<file path="config.mk">
export PLATFORM = sky130hd
export DESIGN_NAME = fetch_unit
export DESIGN_NICKNAME = d
export VERILOG_FILES = /design/src/rtl/fetch_unit.sv
export SDC_FILE = /design/constraint.sdc
export NUM_CORES = 1
export LEC_CHECK = 0
export ABC_AREA = 1
export ABC_CLOCK_PERIOD_IN_PS = 3850
export CORE_AREA = 2 2 124 126
export DETAILED_ROUTE_END_ITERATION = 12
export DIE_AREA = 0 0 126 128
export PLACE_DENSITY_LB_ADDON = 0.15
export SLEW_MARGIN = 20
export SYNTH_ARGS = -nofsm -noshare
export SYNTH_HDL_FRONTEND = slang
export SYNTH_SLANG_ARGS = --single-unit
</file>
<file path="constraint.sdc">
create_clock -name CLOCK -period 3.85 [get_ports CLOCK]
set_input_delay 0.77 -clock CLOCK [delete_from_list [all_inputs] [get_ports CLOCK]]
set_output_delay 0.77 -clock CLOCK [all_outputs]
set_load 0.005 [all_outputs]
</file>
<file path="src/rtl/fetch_unit.sv">
// Instruction-fetch stage: owns the PC, issues one imem read at a time over req/ack,
// holds the fetched word for the controller and computes the next PC on accept.
module fetch_unit #(
  parameter logic [31:0] RESET_PC = 32'h0000_0000
) (
  input  logic        CLOCK,
  input  logic        RESET_N,
  output logic [31:0] imem_addr,
  output logic        imem_req,
  input  logic        imem_ack,
  input  logic [31:0] imem_data,
  output logic [31:0] instruction,
  output logic [31:0] pc_out,
  output logic        valid,
  input  logic        stall,
  input  logic        branch_taken,
  input  logic [15:0] branch_offset,
  input  logic        jump,
  input  logic [25:0] jump_index,
  input  logic        jr,
  input  logic [31:0] jr_target
);

  typedef enum logic [1:0] {
    IDLE = 2'b00,
    REQ  = 2'b01,
    HOLD = 2'b10
  } state_t;

  state_t      state_r;
  logic [31:0] pc_r;
  logic [31:0] pc_out_r;
  logic [31:0] instruction_r;
  logic        valid_r;
  logic        imem_req_r;

  logic [31:0] pc4_s;
  logic [31:0] branch_disp_s;
  logic [31:0] next_pc_s;
  logic        accept_s;
  logic        unused_jr_lsb_s;

  assign pc4_s           = pc_out_r + 32'd4;
  assign branch_disp_s   = {{14{branch_offset[15]}}, branch_offset, 2'b00};
  assign accept_s        = (state_r == HOLD) && valid_r && !stall;
  assign unused_jr_lsb_s = ^jr_target[1:0];

  // Next-PC select for the presented word: jr > jump > branch > sequential.
  always_comb begin
    next_pc_s = pc4_s;
    if (jr) begin
      next_pc_s = {jr_target[31:2], 2'b00};
    end else if (jump) begin
      next_pc_s = {pc4_s[31:28], jump_index, 2'b00};
    end else if (branch_taken) begin
      next_pc_s = pc4_s + branch_disp_s;
    end else begin
      next_pc_s = pc4_s;
    end
  end

  // Fetch FSM: IDLE -> REQ (wait for ack) -> HOLD (wait for accept) -> REQ.
  always_ff @(posedge CLOCK or negedge RESET_N) begin
    if (!RESET_N) begin
      state_r       <= IDLE;
      pc_r          <= {RESET_PC[31:2], 2'b00};
      imem_req_r    <= 1'b0;
      valid_r       <= 1'b0;
      instruction_r <= 32'h0000_0000;
      pc_out_r      <= 32'h0000_0000;
    end else begin
      case (state_r)
        IDLE: begin
          state_r    <= REQ;
          imem_req_r <= 1'b1;
        end
        REQ: begin
          if (imem_ack) begin
            instruction_r <= imem_data;
            pc_out_r      <= pc_r;
            valid_r       <= 1'b1;
            imem_req_r    <= 1'b0;
            state_r       <= HOLD;
          end else begin
            imem_req_r <= 1'b1;
            state_r    <= REQ;
          end
        end
        HOLD: begin
          // Redirect inputs only matter on this edge; no request is in flight here.
          if (accept_s) begin
            pc_r       <= next_pc_s;
            valid_r    <= 1'b0;
            imem_req_r <= 1'b1;
            state_r    <= REQ;
          end else begin
            imem_req_r <= 1'b0;
            state_r    <= HOLD;
          end
        end
        default: begin
          state_r    <= IDLE;
          imem_req_r <= 1'b0;
          valid_r    <= 1'b0;
        end
      endcase
    end
  end

  assign imem_addr   = {pc_r[31:2], 2'b00};
  assign imem_req    = imem_req_r;
  assign instruction = instruction_r;
  assign pc_out      = pc_out_r;
  assign valid       = valid_r;

endmodule

</file>
# ---- Word-level counts from Yosys, hierarchy flattened
# Index checks and enable logic that the tools add are counted.
dict set report classes {
  addsub 2
  bitwise 1
  n_mux 12
  n_eq_ne 4
  n_reduce_logical 7
}
# op n
set ops {}
lappend ops {{$mux 32} 3}
lappend ops {{$add 32x3->32 const B} 1}
lappend ops {{$add 32x32->32} 1}
lappend ops {{$pmux 1 s3} 2}
lappend ops {{$pmux 2 s3} 1}
lappend ops {{$mux 1} 4}
lappend ops {{$mux 2} 2}
lappend ops {{$ne 2x2->1 const B} 2}
lappend ops {{$reduce_and 2->1} 2}
lappend ops {{$reduce_and 3->1} 1}
lappend ops {{$eq 2x1->1 const B} 1}
lappend ops {{$eq 2x2->1 const B} 1}
lappend ops {{$logic_and 1x1->1} 2}
lappend ops {{$logic_not 2->1} 1}
lappend ops {{$logic_not 1->1} 1}
lappend ops {{$not 1->1} 1}
dict set report word_totals {
  regBits 100
  out_inout_bits 98
}

# ---- Longest topological paths before layout
# Gate-level depths: netlist of run 1.
dict set report logic_depth {
  word_depth 5
  mapped_depth 24
}

# ---- Worst setup path before layout of run 1
# No wires, ideal clock.
dict set report synth_timing {
  kind {register to register}
  from {register pc_out_r[2], in the netlist pc_out[2]}
  to {register pc_r[28]}
  synth_period_minus_slack_ns 2.666
  path_slack_ns 1.184
  stages_incl_launch_ff 19
  arrival_ns 2.550
  cell_sequence {dfrtp_1 ha_1 nand3_1 inv_1 nand2_2 nor3_1 or2_2 nand2_1 inv_1 ha_1 nand2_1 nor4_1 nand3_1 nand3_1 nand2_1 nand3_1 nand2_1 nand2_1 nand2_1}
}
dict set report synth_via {
  elab_chain_cells 5
}
# element line_no
set synth_lines {}
lappend synth_lines {{start, declared} 32} ;# logic [31:0] pc_out_r;
lappend synth_lines {{start signal, assigned} 80} ;# pc_out_r <= pc_r;
lappend synth_lines {{$add 32x3->32 *} 43} ;# assign pc4_s = pc_out_r + 32'd4;
lappend synth_lines {{$add 32x32->32} 56} ;# next_pc_s = pc4_s + branch_disp_s;
lappend synth_lines {{$mux 32} 55} ;# end else if (branch_taken) begin
lappend synth_lines {{$mux 32 *} 53} ;# end else if (jump) begin
lappend synth_lines {{$mux 32 *} 51} ;# if (jr) begin
lappend synth_lines {{end signal, assigned} 66} ;# pc_r <= {RESET_PC[31:2], 2'b00};
lappend synth_lines {{end signal, assigned} 92} ;# pc_r <= next_pc_s;
lappend synth_lines {{end, declared} 31} ;# logic [31:0] pc_r;
# Mark *: on every way between the ends. The rest lies on a longest branch, timed or not.
# A chain may end at the register's enable or synchronous reset.

# ---- Final worst setup path of run 1
dict set report layout_timing {
  from {register pc_out_r[2], in the netlist pc_out[2]}
  to {register pc_r[22]}
}
dict set report layout_via {
  elab_chain_cells 5
}
# element line_no
set layout_lines {}
lappend layout_lines {{$add 32x3->32 *} 43}
lappend layout_lines {{$add 32x32->32} 56}
lappend layout_lines {{$mux 32 *} 55}
lappend layout_lines {{$mux 32 *} 53}
lappend layout_lines {{$mux 32 *} 51}
# Marked as above.

==> results of run 1 <==
worst min path at each step:
stage | end | cells after the start | slack [ns]
after global routing | valid$_DFFE_PN0P_ | 1 | 0.48
after CTS | valid$_DFFE_PN0P_ | 1 | 0.46
after floorplan | valid$_DFFE_PN0P_ | 1 | 0.43
after detailed placement | valid$_DFFE_PN0P_ | 1 | 0.45
final | valid$_DFFE_PN0P_ | 1 | 0.46
after global placement | valid$_DFFE_PN0P_ | 1 | 0.44
worst max-delay path: cells and delay by family (launching register included):
family,cells,cell delay (ns)
buffers and inverters,3,0.29
adders and majority gates,2,0.66
xor gates and xnor gates,1,0.30
DFF,1,0.49
and+or+nand+nor,12,1.60
cell type report:
type | instances | share of cell area (%)
multi-input cells | 860 | 44.24
flip-flops and latches | 99 | 24.18
repair buffers | 219 | 21.06
inverters | 146 | 5.349
clock buffers | 10 | 2.333
well taps | 188 | 2.296
clock inverters | 6 | 0.5496
sequential cells by signal (all words and copies together), names as in the netlist:
| name | flops |
|---|---|
| state_r | 2 |
| instruction | 32 |
| valid | 1 |
| pc_r | 32 |
| pc_out | 32 |
stage by stage:
step,std cells,cell area [um^2],hold slack (ns),total power (W),utilization (%)
after floorplan,1166,7906,0.4286,0.004572,-
after global placement,1512,9950,0.4357,0.006275,66.94
after detailed placement,1512,9950,0.4473,0.006352,66.94
after CTS,1528,10240,0.4576,0.007296,68.92
after global routing,1528,10240,0.4775,0.007890,68.92
final,1528,10240,0.4572,0.007314,68.92
placed cells by master (no fill, tap or decap), types with 3 or more instances in the layout:
cell type          n
a21o_1             6
a21oi_1           69
a22oi_1            3
buf_4             14
clkbuf_16          9
clkdlybuf4s50_1  205
clkinv_4           3
dfrtp_1           99
ha_1              37
inv_1            143
mux2_2            46
nand2_1          369
nand2_2            7
nand3_1           60
nand3b_1           4
nand4_1           10
nor2_1           127
nor2_2             7
nor2_4             3
nor3_1             5
o211ai_1           3
o21ai_0           42
o21ai_1            8
o21bai_1           4
or2_2              4
xnor2_1            4
xor2_1            21
power groups by stage:
stage	clock, W	sequential (W)	combinational (W)
floorplan	0	0.00195	0.00262
global placement	0	0.00201	0.00426
detailed placement	0	0.00204	0.00431
CTS	0.000910	0.00203	0.00436
global route	0.000954	0.00211	0.00483
finish	0.000893	0.00204	0.00438
kinds of logic after synthesis:
logic type | after synthesis | synth area share (%)
mux | 46 | 6.555
fa+ha+maj | 38 | 6.111
xor+xnor | 25 | 2.771
flops | 99 | 31.35
other cells | 1 | 0.04745
simple gates | 605 | 31.68
compound gates | 144 | 9.975
buf+inv | 207 | 11.51
metal layers:
metal	track usage [%]	up-vias
met3	7.012	52
met1	41.89	3779
met5	0	-
li1	-	4002
met4	10.86	0
met2	51.71	289
==> results.toml, run 1 <==
[status]
status = "finished, final reports clean"

[route]
num_vias = 8122
drc = 0
routedWlPerCell_um = 16.81
drtAntennaViolNets = 0
wl_met3_um = 1790
vias_per_cell = 5.315
wl_met1_um = 11180
routed.top_layer = "met4"
drtIter0Drc = 591
routed_wl_um = 25690
dr_wl_met2_um = 11960
first_pass_iters = 5

[cells_and_area]
syn2layout_area_growth_pct = 29.64
drive_gt1_share_pct = 7.836
antenna_cells = 0
nets = 1486
fillers = 1307
multiInputGateArea_mm2 = 0.004532
seqCellArea_mm2 = 0.002477

[yosys]
syn_area_mm2 = 0.007903
avgSynthCellArea_um2 = 6.783
ys.flop_type = "dfrtp_1"
synth.top_cells.by_count = "369 x nand2_1, 143 x inv_1, 127 x nor2_1"
ys_warn_count = 0
synthCells = 1165
synth-seq-cells = 99
yosysSeqAreaShare_pct = 31.35
synth-async-reset-ratio_pct = 100.0
synth_edf_count = 0
post-synth-top-count-cell = "nand2_1"
ys_types = 43
yosysTopAreaCellShare_pct = 31.35
synth_area_leaders = "dfrtp_1 31%, nand2_1 18%, inv_1 6.8%"
synth_top_cell_by_area = "dfrtp_1"

[setup_path]
startpoint = "pc_out[2]$_DFFE_PN0P_"
reg2reg_from = "pc_out[2]$_DFFE_PN0P_"
arrival_ns = 3.69
worst_path_largest_cell_delay_ns = 0.49
cp.required_ns = 4.09
path_cells = "ha_1 -> inv_1 -> nor3_2 -> nand3_1 -> xor2_1 -> inv_1 -> ha_1 -> nand2_1 -> nor2_1 -> inv_1 -> nor2_1 -> nand3b_1 -> nand4_1 -> nand3_1 -> nand2_1 -> nand2_1 -> nand2_1 -> nand2_1"
start_kind = "flop"
endpoint_kind = "flop"
crit_slowest_cell = "dfrtp_1"
crit_end = "pc_r[22]$_DFFE_PN0P_"
cp_max_fo = 7
r2r_cells = 18
timing.rr.end = "pc_r[22]$_DFFE_PN0P_"
cp_common_cell = "nand2_1"
crit_type = "reg -> reg"
reg2reg_slack_ns = 0.41

[global_routing]
antenna_found_initial = 0
overflow = 0
grt_pass1_wl_um = 39770
grt_pass1_vias = 7627
grt_usage_pct = 31.68
grt_max_degree = 66

[clocking]
clk_pin_slew_ns = 0.07
clk_latency_ns = 0.35
cts_setup_buffers = 0
ctsRootBufferMaster = "clkbuf_16"
cts_resized = 0
clock_sinks = 99
htreeDepth = 3
cts_tree = "yes"
cts_buffers = 9
cts_buffer_depth = 2
postCtsHoldBufs = 0

[min_path]
min-delay-start = "state_r[1]$_DFF_PN0_"
hp-class = "reg -> reg"

[floorplan]
start_util_pct = 53.16
num_rows = 45
die_area_mm2 = 0.01613
die_h_um = 128
pin_count = 211
fp.dieW_um = 126
placeableCoreArea_mm2 = 0.01486

[place]
dp_hpwl_um = 20650
pre_cts_ws_ns = 0.5141
port_buffers = 206
gp_congestion = 0.9835

[timing]
setup_slack_ns = 0.4060
post-route-min-period_ns = 3.444
relSlewSlack_pct = 44.11
final.setup.tns_ns = 0
setup_violations = 0
finalHoldViolCount = 0
finClkSkew_ns = 0.009571
worst_pin_slew_ns = 0.8384
rsz0062_at_grt = "no"
slew_viol_final = 0
fmax_mhz = 290.4
min_period_over_period_pct = 89.45

[power]
p_sw_w = 0.003233
p_sw_share_pct = 44.21
vdd_drop_max_mv = 0.4531
clkPwrFrac_pct = 12.2
power.leakage_nw = 5.079
pwr-share-comb_pct = 59.9
powerDensity_mw_per_mm2 = 713.9
pwr-share-seq_pct = 27.9
intPower_w = 0.004081

[job]
maxCapViolations = 0
Power figures use the tool's default switching activity.
==> run 2: changes to the inputs <==
CORE_AREA = 2 2 129 131   (was 2 2 124 126)
DIE_AREA = 0 0 131 133   (was 0 0 126 128)
SETUP_SLACK_MARGIN = 0.05   (was default)
==> run 2 against run 1 <==
Clock skew rose by 0.0011 ns. Via count fell by 1.9%. Sequential share of layout area fell by 0.11 points. Count of clock-buffer cells in the layout did not move. Largest cell class unchanged. Largest power group unchanged.
==> results.toml, run 2 (synthesized netlist as in run 1, its figures left out) <==
[global_routing]
antenna_found_initial = 0
overflow = 0
grt_pass1_vias = 7502
grt_max_degree = 67
grt_usage_pct = 28.72
grt_pass1_wl_um = 38660

[clocking]
ctsRootBufferMaster = "clkbuf_16"
cts_tree = "yes"
clk_latency_ns = 0.34
clock_sinks = 99
clk_pin_slew_ns = 0.07
postCtsHoldBufs = 0
htreeDepth = 3
cts_setup_buffers = 0
cts_buffer_depth = 2
cts_resized = 0
cts_buffers = 9

[power]
vdd_drop_max_mv = 0.4826
p_sw_w = 0.003177
pwr-share-seq_pct = 28.1
powerDensity_mw_per_mm2 = 705.6
intPower_w = 0.004086
p_sw_share_pct = 43.74
power.leakage_nw = 5.076
clkPwrFrac_pct = 12.3
pwr-share-comb_pct = 59.6

[floorplan]
fp.dieW_um = 131
num_rows = 47
pin_count = 211
start_util_pct = 48.87
die_area_mm2 = 0.01742
die_h_um = 133
placeableCoreArea_mm2 = 0.01617

[job]
maxCapViolations = 0

[setup_path]
reg2reg_slack_ns = 0.49
cp_max_fo = 7
arrival_ns = 3.59
timing.rr.end = "pc_r[22]$_DFFE_PN0P_"
endpoint_kind = "flop"
crit_type = "reg -> reg"
r2r_cells = 18
cp.required_ns = 4.08
start_kind = "flop"
reg2reg_from = "pc_out[2]$_DFFE_PN0P_"

[place]
port_buffers = 206
pre_cts_ws_ns = 0.6138
gp_congestion = 0.9692
dp_hpwl_um = 20240

[min_path]
hold_end = "valid$_DFFE_PN0P_"
min-delay-start = "state_r[1]$_DFF_PN0_"
hp-class = "reg -> reg"
worst_hold_path.num_cells = 1

[route]
num_vias = 7967
routedWlPerCell_um = 16.13
drtIter0Drc = 630
drtAntennaViolNets = 0
drc = 0
vias_per_cell = 5.110
first_pass_iters = 5
routed_wl_um = 25150

[cells_and_area]
final_cell_mix = "369 x nand2_1, 205 x clkdlybuf4s50_1, 143 x inv_1, 127 x nor2_1, 99 x dfrtp_1"
syn2layout_area_growth_pct = 30.26
final_common_cell = "nand2_1"
nets = 1485
antenna_cells = 0
fillers = 1539
drive_gt1_share_pct = 7.767

[timing]
post-route-min-period_ns = 3.355
slew_viol_final = 0
setup_slack_ns = 0.4948
final.setup.tns_ns = 0
min_period_over_period_pct = 87.15
fmax_mhz = 298.0
worst_pin_slew_ns = 0.8964
finalHoldViolCount = 0
setup_violations = 0
finClkSkew_ns = 0.01065
relSlewSlack_pct = 40.17
rsz0062_at_grt = "no"

[status]
status = "finished, final reports clean"
==> run 2: cell types whose count changed in the layout (fill, tap and decap cells not counted), sizes merged <==
| cell | before | now |
|---|---|---|
| clkinvlp | 1 | 2 |
| clkinv | 4 | 3 |
| buf | 14 | 13 |
==> run 2: how the worst max path moves through the flow <==
| stage | startpoint | endpoint | slack [ns] | depth (start not counted) |
|---|---|---|---|---|
| 4_1_cts | pc_out[2]$_DFFE_PN0P_ | pc_r[22]$_DFFE_PN0P_ | 0.58 | 18 |
| 3_5_place_dp | pc_out[2]$_DFFE_PN0P_ | pc_r[28]$_DFFE_PN0P_ | 0.61 | 18 |
| 6_report | pc_out[2]$_DFFE_PN0P_ | pc_r[22]$_DFFE_PN0P_ | 0.49 | 18 |
| 5_1_grt | pc_out[9]$_DFFE_PN0P_ | pc_r[17]$_DFFE_PN0P_ | 0.27 | 17 |
| 2_1_floorplan | pc_out[2]$_DFFE_PN0P_ | pc_r[28]$_DFFE_PN0P_ | 1.18 | 18 |
| 3_3_place_gp | pc_out[2]$_DFFE_PN0P_ | pc_r[28]$_DFFE_PN0P_ | 0.63 | 18 |
==> run 2: through the flow <==
stage	util, %	power (W)	hold WS, ns	instance area (um^2)	cells
after floorplan	-	0.004572	0.4286	7906	1166
after global placement	61.80	0.006250	0.4478	9995	1543
after detailed placement	61.80	0.006318	0.4504	9995	1543
after CTS	63.65	0.007254	0.4599	10290	1559
after global routing	63.65	0.007830	0.4867	10290	1559
final	63.65	0.007263	0.4613	10290	1559
==> run 2: critical path, stage by stage, from the launching register on <==
cell and delay [ns]:
dfrtp_1 0.48, ha_1 0.27, inv_1 0.09, nor3_2 0.28, nand3_1 0.13, xor2_1 0.29
inv_1 0.10, ha_1 0.38, nand2_1 0.11, nor2_1 0.23, inv_1 0.10, nor2_1 0.15
nand3b_1 0.14, nand4_1 0.12, nand3_1 0.08, nand2_1 0.08, nand2_1 0.09, nand2_1 0.07
nand2_1 0.04
==> run 2: layout make-up <==
class	instances	area [um^2]	share of cell area [%]
Clock inverter	6	60.06	0.5834
Clock buffer	10	239.0	2.322
Sequential cell	99	2477	24.07
Timing Repair Buffer	218	2162	21.00
Tap cell	220	275.3	2.674
Multi-Input combinational cell	860	4532	44.03
Inverter	146	548.0	5.324
==> run 2: power by group through the flow <==
stage / clock [W] / combinational (W) / sequential, W
6_report: 0.000892 / 0.00433 / 0.00204
5_1_grt: 0.000942 / 0.00477 / 0.00212
4_1_cts: 0.000904 / 0.00431 / 0.00204
3_5_place_dp: 0 / 0.00427 / 0.00205
3_3_place_gp: 0 / 0.00422 / 0.00203
2_1_floorplan: 0 / 0.00262 / 0.00195
==> run 2: metal layers <==
metal  part of all wire, %  global-route usage (%)  up-vias
met1                    45                   40.21     3652
li1                      -                       -     4005
met2                    47                   46.43      275
met4                   2.0                   7.151        0
met3                   6.4                   4.488       35
met5                     0                       0        -
